[src/rtl/regblk_pkg.sv]
// rtl/regblk_pkg.sv - shared bus-request codes and FSM state type for the register block
package regblk_pkg;

    // Bus-request codes driven by the CPU core on busreq.
    localparam logic [3:0] BR_IDLE      = 4'b0000;
    localparam logic [3:0] BR_SEND_REG  = 4'b0001;
    localparam logic [3:0] BR_WRITE_REG = 4'b0010;
    localparam logic [3:0] BR_NEXT_OPND = 4'b0011;
    localparam logic [3:0] BR_CLEAR_ALL = 4'b0100;

    typedef enum logic [1:0] {
        ST_IDLE  = 2'd0,
        ST_EXEC  = 2'd1,
        ST_CLEAR = 2'd2
    } state_t;

    // True for every code that names an operation (IDLE is not a request).
    function automatic logic is_known(input logic [3:0] code);
        return (code == BR_SEND_REG)  || (code == BR_WRITE_REG) ||
               (code == BR_NEXT_OPND) || (code == BR_CLEAR_ALL);
    endfunction

endpackage

[src/rtl/regblk_file.sv]
// rtl/regblk_file.sv - NREGS x DW register storage with one write port, one read port and indexed clear
//
// Ports:
//   clk      rising-edge clock
//   rst      synchronous active-high reset, zeroes every register
//   we       write enable for waddr/wdata
//   waddr    write index
//   wdata    write data
//   raddr    read index (combinational read)
//   rdata    register contents at raddr
//   clr_en   zero the register at clr_idx this cycle (wins over a write)
//   clr_idx  index to zero
module regblk_file
    import regblk_pkg::*;
#(
    parameter int NREGS = 16,
    parameter int DW    = 8,
    parameter int IW    = $clog2(NREGS)
) (
    input  logic          clk,
    input  logic          rst,
    input  logic          we,
    input  logic [IW-1:0] waddr,
    input  logic [DW-1:0] wdata,
    input  logic [IW-1:0] raddr,
    output logic [DW-1:0] rdata,
    input  logic          clr_en,
    input  logic [IW-1:0] clr_idx
);

    logic [DW-1:0] mem [NREGS];

    always_ff @(posedge clk) begin
        if (rst) begin
            for (int i = 0; i < NREGS; i++) begin
                mem[i] <= '0;
            end
        end else if (clr_en) begin
            mem[clr_idx] <= '0;
        end else if (we) begin
            mem[waddr] <= wdata;
        end
    end

    assign rdata = mem[raddr];

endmodule

[src/rtl/regblk_bus_responder.sv]
// rtl/regblk_bus_responder.sv - services CPU bus-request codes against a small register file
//
// Ports:
//   clk      rising-edge clock
//   rst      synchronous active-high reset
//   busreq   request code from the CPU core; a change to a non-zero code is a request
//   opnd     register number from the instruction stream (used by NEXT_OPND)
//   wb_data  ALU result written by WRITE_REG
//   rd_data  register value loaded by SEND_REG, held until the next SEND_REG
//   ack      one-cycle pulse when a request completes
//   busy     high while an operation is in progress (EXEC or CLEAR)
//   err      one-cycle pulse for an unknown code or a request dropped while busy
module regblk_bus_responder
    import regblk_pkg::*;
#(
    parameter int NREGS = 16,
    parameter int DW    = 8
) (
    input  logic          clk,
    input  logic          rst,
    input  logic [3:0]    busreq,
    input  logic [3:0]    opnd,
    input  logic [DW-1:0] wb_data,
    output logic [DW-1:0] rd_data,
    output logic          ack,
    output logic          busy,
    output logic          err
);

    localparam int IW = $clog2(NREGS);
    localparam logic [IW-1:0] LAST_IDX = IW'(NREGS - 1);

    state_t        state, state_d;
    logic [3:0]    busreq_q;
    logic [3:0]    code_q;
    logic [3:0]    opnd_q;
    logic [DW-1:0] wb_q;
    logic [IW-1:0] sel;
    logic [IW-1:0] sel_cap;
    logic [IW-1:0] clr_cnt;
    logic          err_pend;

    logic          detect;
    logic          capture;
    logic          apply;
    logic          clr_en;
    logic          ack_d;
    logic          err_d;
    logic          pend_d;
    logic          drop;
    logic          unknown;
    logic [DW-1:0] rd_word;

    // A request is a change of busreq to any non-zero code; holding a code
    // therefore services it only once.
    assign detect = (busreq != busreq_q) && (busreq != BR_IDLE);
    assign busy   = (state != ST_IDLE);

    always_ff @(posedge clk) begin
        if (rst) begin
            state <= ST_IDLE;
        end else begin
            state <= state_d;
        end
    end

    always_comb begin
        state_d = state;
        capture = 1'b0;
        apply   = 1'b0;
        clr_en  = 1'b0;
        ack_d   = 1'b0;
        drop    = 1'b0;
        unknown = 1'b0;
        case (state)
            ST_IDLE: begin
                if (detect) begin
                    if (busreq == BR_CLEAR_ALL) begin
                        state_d = ST_CLEAR;
                    end else if (is_known(busreq)) begin
                        state_d = ST_EXEC;
                        capture = 1'b1;
                    end else begin
                        unknown = 1'b1;
                    end
                end
            end
            ST_EXEC: begin
                state_d = ST_IDLE;
                apply   = 1'b1;
                ack_d   = 1'b1;
                drop    = detect;
            end
            ST_CLEAR: begin
                clr_en = 1'b1;
                drop   = detect;
                if (clr_cnt == LAST_IDX) begin
                    state_d = ST_IDLE;
                    ack_d   = 1'b1;
                end
            end
            default: begin
                state_d = ST_IDLE;
            end
        endcase
        // A drop on the same edge that completes an operation would put ack
        // and err high together; its err is deferred by one cycle instead.
        // The FSM is always back in IDLE then, so no ack can collide with it.
        pend_d = drop & ack_d;
        err_d  = (unknown | drop | err_pend) & ~ack_d;
    end

    always_ff @(posedge clk) begin
        if (rst) begin
            busreq_q <= BR_IDLE;
            code_q   <= BR_IDLE;
            opnd_q   <= '0;
            wb_q     <= '0;
            sel      <= '0;
            sel_cap  <= '0;
            clr_cnt  <= '0;
            rd_data  <= '0;
            ack      <= 1'b0;
            err      <= 1'b0;
            err_pend <= 1'b0;
        end else begin
            busreq_q <= busreq;
            ack      <= ack_d;
            err      <= err_d;
            err_pend <= pend_d;
            if (capture) begin
                code_q  <= busreq;
                sel_cap <= sel;
                if (busreq == BR_NEXT_OPND) begin
                    opnd_q <= opnd;
                end
                if (busreq == BR_WRITE_REG) begin
                    wb_q <= wb_data;
                end
            end
            if (apply && (code_q == BR_NEXT_OPND)) begin
                sel <= opnd_q[IW-1:0];
            end
            if (apply && (code_q == BR_SEND_REG)) begin
                rd_data <= rd_word;
            end
            if (clr_en) begin
                clr_cnt <= (clr_cnt == LAST_IDX) ? '0 : clr_cnt + 1'b1;
            end
        end
    end

    regblk_file #(
        .NREGS (NREGS),
        .DW    (DW),
        .IW    (IW)
    ) u_file (
        .clk     (clk),
        .rst     (rst),
        .we      (apply && (code_q == BR_WRITE_REG)),
        .waddr   (sel_cap),
        .wdata   (wb_q),
        .raddr   (sel_cap),
        .rdata   (rd_word),
        .clr_en  (clr_en),
        .clr_idx (clr_cnt)
    );

endmodule

[config.mk]
export PLATFORM = sky130hd
export DESIGN_NAME = regblk_bus_responder
export DESIGN_NICKNAME = d
export VERILOG_FILES = /design/src/rtl/regblk_pkg.sv /design/src/rtl/regblk_file.sv /design/src/rtl/regblk_bus_responder.sv
export SDC_FILE = /design/constraint.sdc
export NUM_CORES = 1
export LEC_CHECK = 0
export BUFFER_PORTS_ARGS = -buffer_cell sky130_fd_sc_hd__buf_4
export CAP_MARGIN = 30
export CORE_MARGIN = 8
export CORE_UTILIZATION = 55
export CTS_CLUSTER_DIAMETER = 120
export CTS_CLUSTER_SIZE = 40
export DETAILED_ROUTE_END_ITERATION = 10
export GPL_ROUTABILITY_DRIVEN = 0
export PLACE_DENSITY_LB_ADDON = 0.05
export RECOVER_POWER = 50
export SLEW_MARGIN = 25
export SYNTH_ARGS = -nofsm -noshare
export SYNTH_HDL_FRONTEND = slang
export SYNTH_HIERARCHICAL = 1
export SYNTH_SLANG_ARGS = --single-unit
[constraint.sdc]
create_clock -name clk -period 7.6 [get_ports clk]
set_input_delay 0.38 -clock clk [delete_from_list [all_inputs] [get_ports clk]]
set_output_delay 0.38 -clock clk [all_outputs]
set_load 0.03 [all_outputs]
-- Word level (Yosys, flattened, before mapping)
Memories as Yosys holds them, arrays and structs flattened. A register that Yosys moved wholly into a read port is not among the register bits.
Cells that the tools add are included.
- word-level logic and storage cells: 82
- memories: 1
- input port bits: 18
- bits in registers: 37
- bits in writable memories: 128
- output and inout port bits: 11
- reductions and logical operators: 16
- bitwise logic cells: 5
- multiplexer cells: 34
- equality and inequality tests: 14
- add/subtract/negate cells: 1
- memory list (memory ; depth ; width ; read ports ; clocked after memory_dff ; write ports ; line ; source):
    u_file.mem ; 16 ; 8 ; 1 ; 1 ; 16 ; regblk_file.sv:31 ; logic [DW-1:0] mem [NREGS];
- operators with widths (kind ; count):
    1-bit two-way mux ; 23
    4-bit by 2-bit == test with 1-bit output, second input constant ; 4
    8-bit two-way mux ; 2
    8-bit OR reduction ; 2
    4-bit two-way mux ; 3
    4-bit by 1-bit == test with 1-bit output, second input constant ; 2
    2-bit two-way mux ; 4
    4-bit by 1-bit adder with 4-bit output, second input constant ; 1
    4-bit by 3-bit == test with 1-bit output, second input constant ; 1
    4-bit == test, second input constant ; 1
    1-bit logical AND ; 4
    2-bit inequality test, second input constant ; 2
    4-bit inequality test ; 1
    2-bit case mux with 2 select lines ; 1
    2-bit AND reduction ; 2
    4-bit nonzero test ; 1
    1-bit logical OR ; 3
    3-bit inequality test, second input constant ; 1
    3-bit AND reduction ; 1
    1-bit AND ; 2
    2-bit by 1-bit == test with 1-bit output, second input constant ; 1
    2-bit == test, second input constant ; 1
    2-bit logical NOT ; 1
    1-bit OR ; 2
    4 further kinds ; 4

-- Longest topological paths before layout
Gate-level depths: netlist (run 1).
- word-level depth: 11
- depth in mapped cells: 10
- gate-level depth less buffers: 8

-- By module
Netlist (run 1), hierarchy kept.
- modules (own cells, without submodules) (module ; cells an instance ; times used ; area an instance (sq um)):
    regblk_file ; 446 ; 1 ; 6252.2
    regblk_bus_responder ; 207 ; 1 ; 1893.1

-- Worst setup path before layout (run 1)
OpenSTA, ideal clock, no wires.
- path type: reg-to-reg
- start point: register state[1]
- end point: memory u_file.mem[0][0], enable pin
- setup slack: 4069 ps
- period minus slack after synthesis: 3531 ps
- buffers on the path: 2
- data arrival time: 3133 ps
- stages on the path, launching flop included: 11
- required time: 7202 ps
- path through: dfxtp_1 -> inv_1 -> ha_1 -> nor3b_1 -> nand2_1 -> nor2_1 -> nor3b_4 -> mux2_2 -> buf_2 -> buf_2 -> o41ai_1
- RTL lines (what ; line ; source):
    start, declared ; regblk_bus_responder.sv:33 ; state_t state, state_d;
    start signal, assigned ; regblk_bus_responder.sv:63 ; state <= state_d;
    end, declared ; regblk_file.sv:31 ;

==> results_dict.tcl, run 1 <==
set metrics [dict create \
    setup_tns_ns 0 \
    fp-row-count 44 \
    cts-root-buf "clkbuf_16" \
    setup_violations 0 \
    cts_hold_buf 0 \
    crit_type "input pin to flop" \
    power.leakage_nw 2.95 \
    synth_common_cells "edfxtp_1, nor3_1, nor4_1" \
    hold_viol_final 0 \
    post_cts_resized 0 \
    initial_core_util_pct 56.3 \
    via_count 5786 \
    yosysSeqAreaShare_pct 58.2 \
    numPortBuffers 28 \
    drive_above_1_share_pct 16.5 \
    drtIter0Drc 837 \
    cellPowerDensity_nw_per_um2 225 \
    clock_latency_ns 0.43 \
    finalCriticalPeriod_ns 5.25 \
    yosysTopAreaCellShare_pct 47.2 \
    worstSetupStartpointType "input pin" \
    yosysMostFrequentCell "edfxtp_1" \
    synth_nets 675 \
    grt_pass1_vias 5480 \
    regToRegSetupSlack_ns 3.05 \
    status "finished, violations left" \
    setup_slack_ns 2.35 \
    peakVddDrop_uv 166 \
    vias_per_cell 6.91 \
    crit_arrival_ns 5.30 \
    grtUsageTotal_pct 25.0 \
    worst_pin_slew_ns 2.93 \
    grt_pass1_wl_microns 34100 \
    slew_violations 162 \
    synth_warnings 6 \
    maxCapViolCount 4 \
    cts_tree "built" \
    post_cts_buffers 0 \
    first_pass_iters 5 \
    syn2layout_area_growth_pct 10.6 \
    rsz0062_at_grt "no" \
    ys_types 49 \
    critPathMaxFanout 60 \
    synth_area_sq_um 8150 \
    synth-edff-count 128 \
    synth_seq_cells 173 \
    core-area_sq_um 14500 \
    nets 662 \
    htree_num_levels 4 \
    synth_ff_type "edfxtp_1" \
    violations "max-capacitance violations, max-slew violations" \
    clock_skew_ns 0.00682 \
    grt_max_degree 73 \
    die_width_microns 138 \
    hp-class "input pin to flop" \
    cts_buffers 17 \
    routed_wl_microns 22600 \
    antenna_found_initial 0 \
    io_pins 29 \
    synthCells 653 \
    diodes 0 \
    clock_path_buffers 2 \
    end_kind "flop" \
    dp_hpwl_microns 15100 \
    fmax_mhz 191 \
    postSynthAreaPerCell_sq_um 12.5 \
    grt_overflow 0 \
    cts.sinks 173 \
    post-route-drc-count 0 \
    synth_area_leaders "edfxtp_1, dfxtp_1, mux4_2, nor4_1, nor3_1" \
    period_share_pct 69.0 \
    maxSlewHeadroom_pct -95.4 \
    synth.largest_area_cell "edfxtp_1" \
    cp.required_ns 7.66 \
    ant_nets 0 \
    die_area_sq_um 19000 \
    clkSlewWorstSetupHoldPaths_ns 0.06 \
    routedWlPerCell_microns 26.9 \
    dieHeight_microns 138 \
    place_ws_ns 3.69 \
    ys_async_sr_fraction_pct 0 \
]
==> critical path, stage by stage <==
cell and delay (ns):
clkbuf_1 1.88, clkinv_1 0.25, buf_4 0.37, o21ai_4 0.34
clkbuf_1 1.55, o41ai_2 0.46
==> cell families after synthesis <==
family | share of synthesized area [%]
flops | 58.2
simple gates | 15.9
buf+inv | 4.10
mux | 11.4
compound gates | 9.22
xor+xnor | 0.538
fa+ha+maj | 0.614
==> final timing paths <==
| check | from | end | cells after the start |
|---|---|---|---|
| worst min-delay path | wb_data[5] | wb_q[5] | 3 |
| worst max register to register | sel_cap[0] | u_file/mem[8][7] | 4 |
| worst max-delay path | rst | u_file/mem[13][7] | 6 |
| worst min register to register | sel[3] | sel_cap[3] | 2 |
==> sequential cells by signal, summed over array words and instances (netlist names) <==
name        count
sel             4
code_q          4
u_file/mem    128
err             1
state           2
ack             1
wb_q            8
opnd_q          4
clr_cnt         4
rd_data         8
err_pend        1
sel_cap         4
busreq_q        4
==> cell usage in the layout (no fill, tap or decap), types with 14 or more instances in the layout <==
cell	count
nand3_1	14
mux2i_1	14
o2111ai_1	17
clkbuf_1	14
nor2b_1	15
buf_4	23
a21oi_1	18
edfxtp_1	128
nor3_1	67
clkbuf_16	21
mux4_2	32
nor2_1	23
a22oi_1	17
nor4_1	64
dfxtp_1	45
nand2_1	35
==> through the flow <==
| stage | total power [W] | hold slack, ns | instance area (sq um) | cells | utilization, % |
|---|---|---|---|---|---|
| detailed placement | 0.00117 | 0.460 | 8440 | 802 | 58.3 |
| finish | 0.00203 | 0.210 | 9010 | 837 | 62.2 |
| global placement | 0.00116 | 0.444 | 8440 | 802 | 58.3 |
| global route | 0.00208 | 0.201 | 9010 | 837 | 62.2 |
| CTS | 0.00204 | 0.195 | 9060 | 834 | 62.6 |
| floorplan | 0.00113 | 0.427 | 8150 | 653 | - |
==> final cells by class <==
| class | count | area, sq um |
|---|---|---|
| Clock inverter | 9 | 63.8 |
| Inverter | 7 | 26.3 |
| Multi-Input combinational cell | 401 | 3150 |
| Timing Repair Buffer | 40 | 246 |
| Fill cell | 1111 | 5470 |
| Clock buffer | 23 | 553 |
| Tap cell | 184 | 230 |
| Sequential cell | 173 | 4740 |
==> per-layer routing <==
layer / vias up / global-route usage (%) / share of wire (%)
li1: 2588 / - / -
met5: - / 0 / 0
met4: 0 / 12.0 / 4.3
met1: 2828 / 33.1 / 39
met2: 311 / 37.0 / 47
met3: 59 / 7.51 / 10
==> power by group <==
part / total, W / switching [W] / leakage (nW) / internal [W]
registers: 0.00105 / 0.0000129 / 1.69 / 0.00104
logic: 0.0000940 / 0.0000607 / 0.960 / 0.0000333
clock network: 0.000884 / 0.000367 / 0.300 / 0.000517
total: 0.00203 / 0.000441 / 2.95 / 0.00159
(Power assumes the default switching activity.)
==> inputs of run 2 (changes only) <==
==> constraint.sdc (replaced) <==
create_clock -name clk -period 4.9 [get_ports clk]
set_input_delay 0.245 -clock clk [delete_from_list [all_inputs] [get_ports clk]]
set_output_delay 0.245 -clock clk [all_outputs]
set_load 0.03 [all_outputs]
==> results_dict.tcl, run 2 (synthesis results as in run 1) <==
set metrics [dict create \
    status "finished, violations left" \
    violations "max-capacitance violations, max-slew violations" \
    die_area_sq_um 19000 \
    initial_core_util_pct 56.3 \
    post-route-drc-count 0 \
    grt_overflow 0 \
    core-area_sq_um 14500 \
    cts_hold_buf 0 \
    p_sw_w 0.000656 \
    crit_type "input pin to flop" \
    clockPowerShare_pct 40.9 \
    cts_tree "built" \
    numPortBuffers 28 \
    finalCriticalPeriod_ns 4.25 \
    maxCapViolCount 3 \
    post_cts_buffers 0 \
    combPwrFrac_pct 4.8 \
    final_cell_mix "edfxtp_1, nor3_1, nor4_1" \
    design_area_sq_um 8970 \
    ant_nets 0 \
    syn2layout_area_growth_pct 10.2 \
    worstSetupStartpointType "input pin" \
    clock_skew_ns 0.00658 \
    fmax_mhz 235 \
    top_register "u_file/mem" \
    post_cts_resized 0 \
    via_count 5817 \
    dp.cells 806 \
    clock_latency_ns 0.43 \
    die_width_microns 138 \
    routed_wl_microns 22300 \
    largestRegisters "u_file/mem x128, rd_data x8, wb_q x8" \
    final.fill_count 1141 \
    total_power_w 0.00300 \
    clkSlewWorstSetupHoldPaths_ns 0.06 \
    grt_pass1_vias 5496 \
    hold_viol_final 0 \
    period_share_pct 86.7 \
    cts_buffers 17 \
    hp-class "input pin to flop" \
    internal-power_w 0.00234 \
    largest_reg_flops 128 \
    worst_pin_slew_ns 2.77 \
    routedWlPerCell_microns 26.5 \
    p_sw_share_pct 21.9 \
    grtUsageTotal_pct 24.3 \
    grt_pass1_wl_microns 32900 \
    crit_arrival_ns 4.30 \
    htree_num_levels 4 \
    diodes 0 \
    regArea_sq_um 4750 \
    clock_path_buffers 2 \
    antenna_found_initial 0 \
    cts.sinks 173 \
    rsz0062_at_grt "no" \
    multi_input_area_sq_um 3130 \
    end_kind "flop" \
    post_layout_nonfiller_instances 843 \
    cellPowerDensity_nw_per_um2 334 \
    final_common_cell "edfxtp_1" \
    io_pins 29 \
    peakVddDrop_uv 213 \
    cp.required_ns 4.95 \
    setup_tns_ns 0 \
    power.leakage_nw 2.95 \
    critPathMaxFanout 60 \
    hold_ws_ns 0.0814 \
    power_frac_seq_pct 54.3 \
    dp_hpwl_microns 14900 \
    slew_violations 106 \
    drive_above_1_share_pct 17.0 \
    drtIter0Drc 697 \
    setup_violations 0 \
    grt_max_degree 61 \
    dieHeight_microns 138 \
    fp-row-count 44 \
    vias_per_cell 6.90 \
    maxSlewHeadroom_pct -84.5 \
    first_pass_iters 5 \
    nets 668 \
    cts-root-buf "clkbuf_16" \
    placed_cell_area_sq_um 8470 \
]
[run 2: changes by cell type in the layout (fill, tap and decap cells not counted), sizes merged]
cell,previous run,this run
clkinv,2,7
buf,26,31
inv,11,10
clkinvlp,3,0
[run 2: stage by stage]
step                      setup WS [ns]  utilization, %
final                             0.651            62.0
after detailed placement           1.07            58.5
after global routing              0.410            62.0
after floorplan                    1.37               -
after CTS                          1.02            62.2
after global placement             1.21            58.5
[run 2: final cells by class]
class	instances	share of cell area, %
sequential	173	52.9
multi-input combinational	401	34.9
clock inverter	10	0.697
timing repair buffer	46	3.49
tap	184	2.57
clock buffer	22	5.21
inverter	7	0.293
[run 2: path summary, 6_finish.rpt]
| kind | startpoint | end | slack [ns] | depth (start not counted) |
|---|---|---|---|---|
| max | rst | u_file/mem[4][2] | 0.65 | 6 |
| min | wb_data[4] | wb_q[4] | 0.08 | 3 |
| max reg2reg | sel_cap[0] | u_file/mem[11][4] | 0.73 | 4 |
| min reg2reg | err_pend | err | 0.47 | 2 |
[run 2: critical path: stages]
cell	delay, ns
clkbuf_1	1.93
nor3b_4	0.24
mux2i_4	0.42
buf_8	0.23
buf_4	0.26
o41ai_2	0.94
[run 2: power by group through the flow]
| stage | logic [W] | clock network (W) | registers [W] |
|---|---|---|---|
| after detailed placement | 0.000148 | 0 | 0.00166 |
| after global routing | 0.000157 | 0.00129 | 0.00163 |
| after floorplan | 0.0000953 | 0 | 0.00166 |
| final | 0.000145 | 0.00123 | 0.00163 |
| after global placement | 0.000145 | 0 | 0.00166 |
| after CTS | 0.000148 | 0.00124 | 0.00163 |
[run 2: per-layer routing]
| layer | global-route usage, % | share of wire (%) | routed length, microns | vias up |
|---|---|---|---|---|
| met2 | 37.0 | 46 | 10300 | 302 |
| met4 | 13.1 | 5.0 | 1120 | 0 |
| li1 | - | - | - | 2592 |
| met1 | 30.4 | 39 | 8730 | 2852 |
| met3 | 7.70 | 9.8 | 2190 | 71 |
| met5 | 0 | 0 | 0 | - |
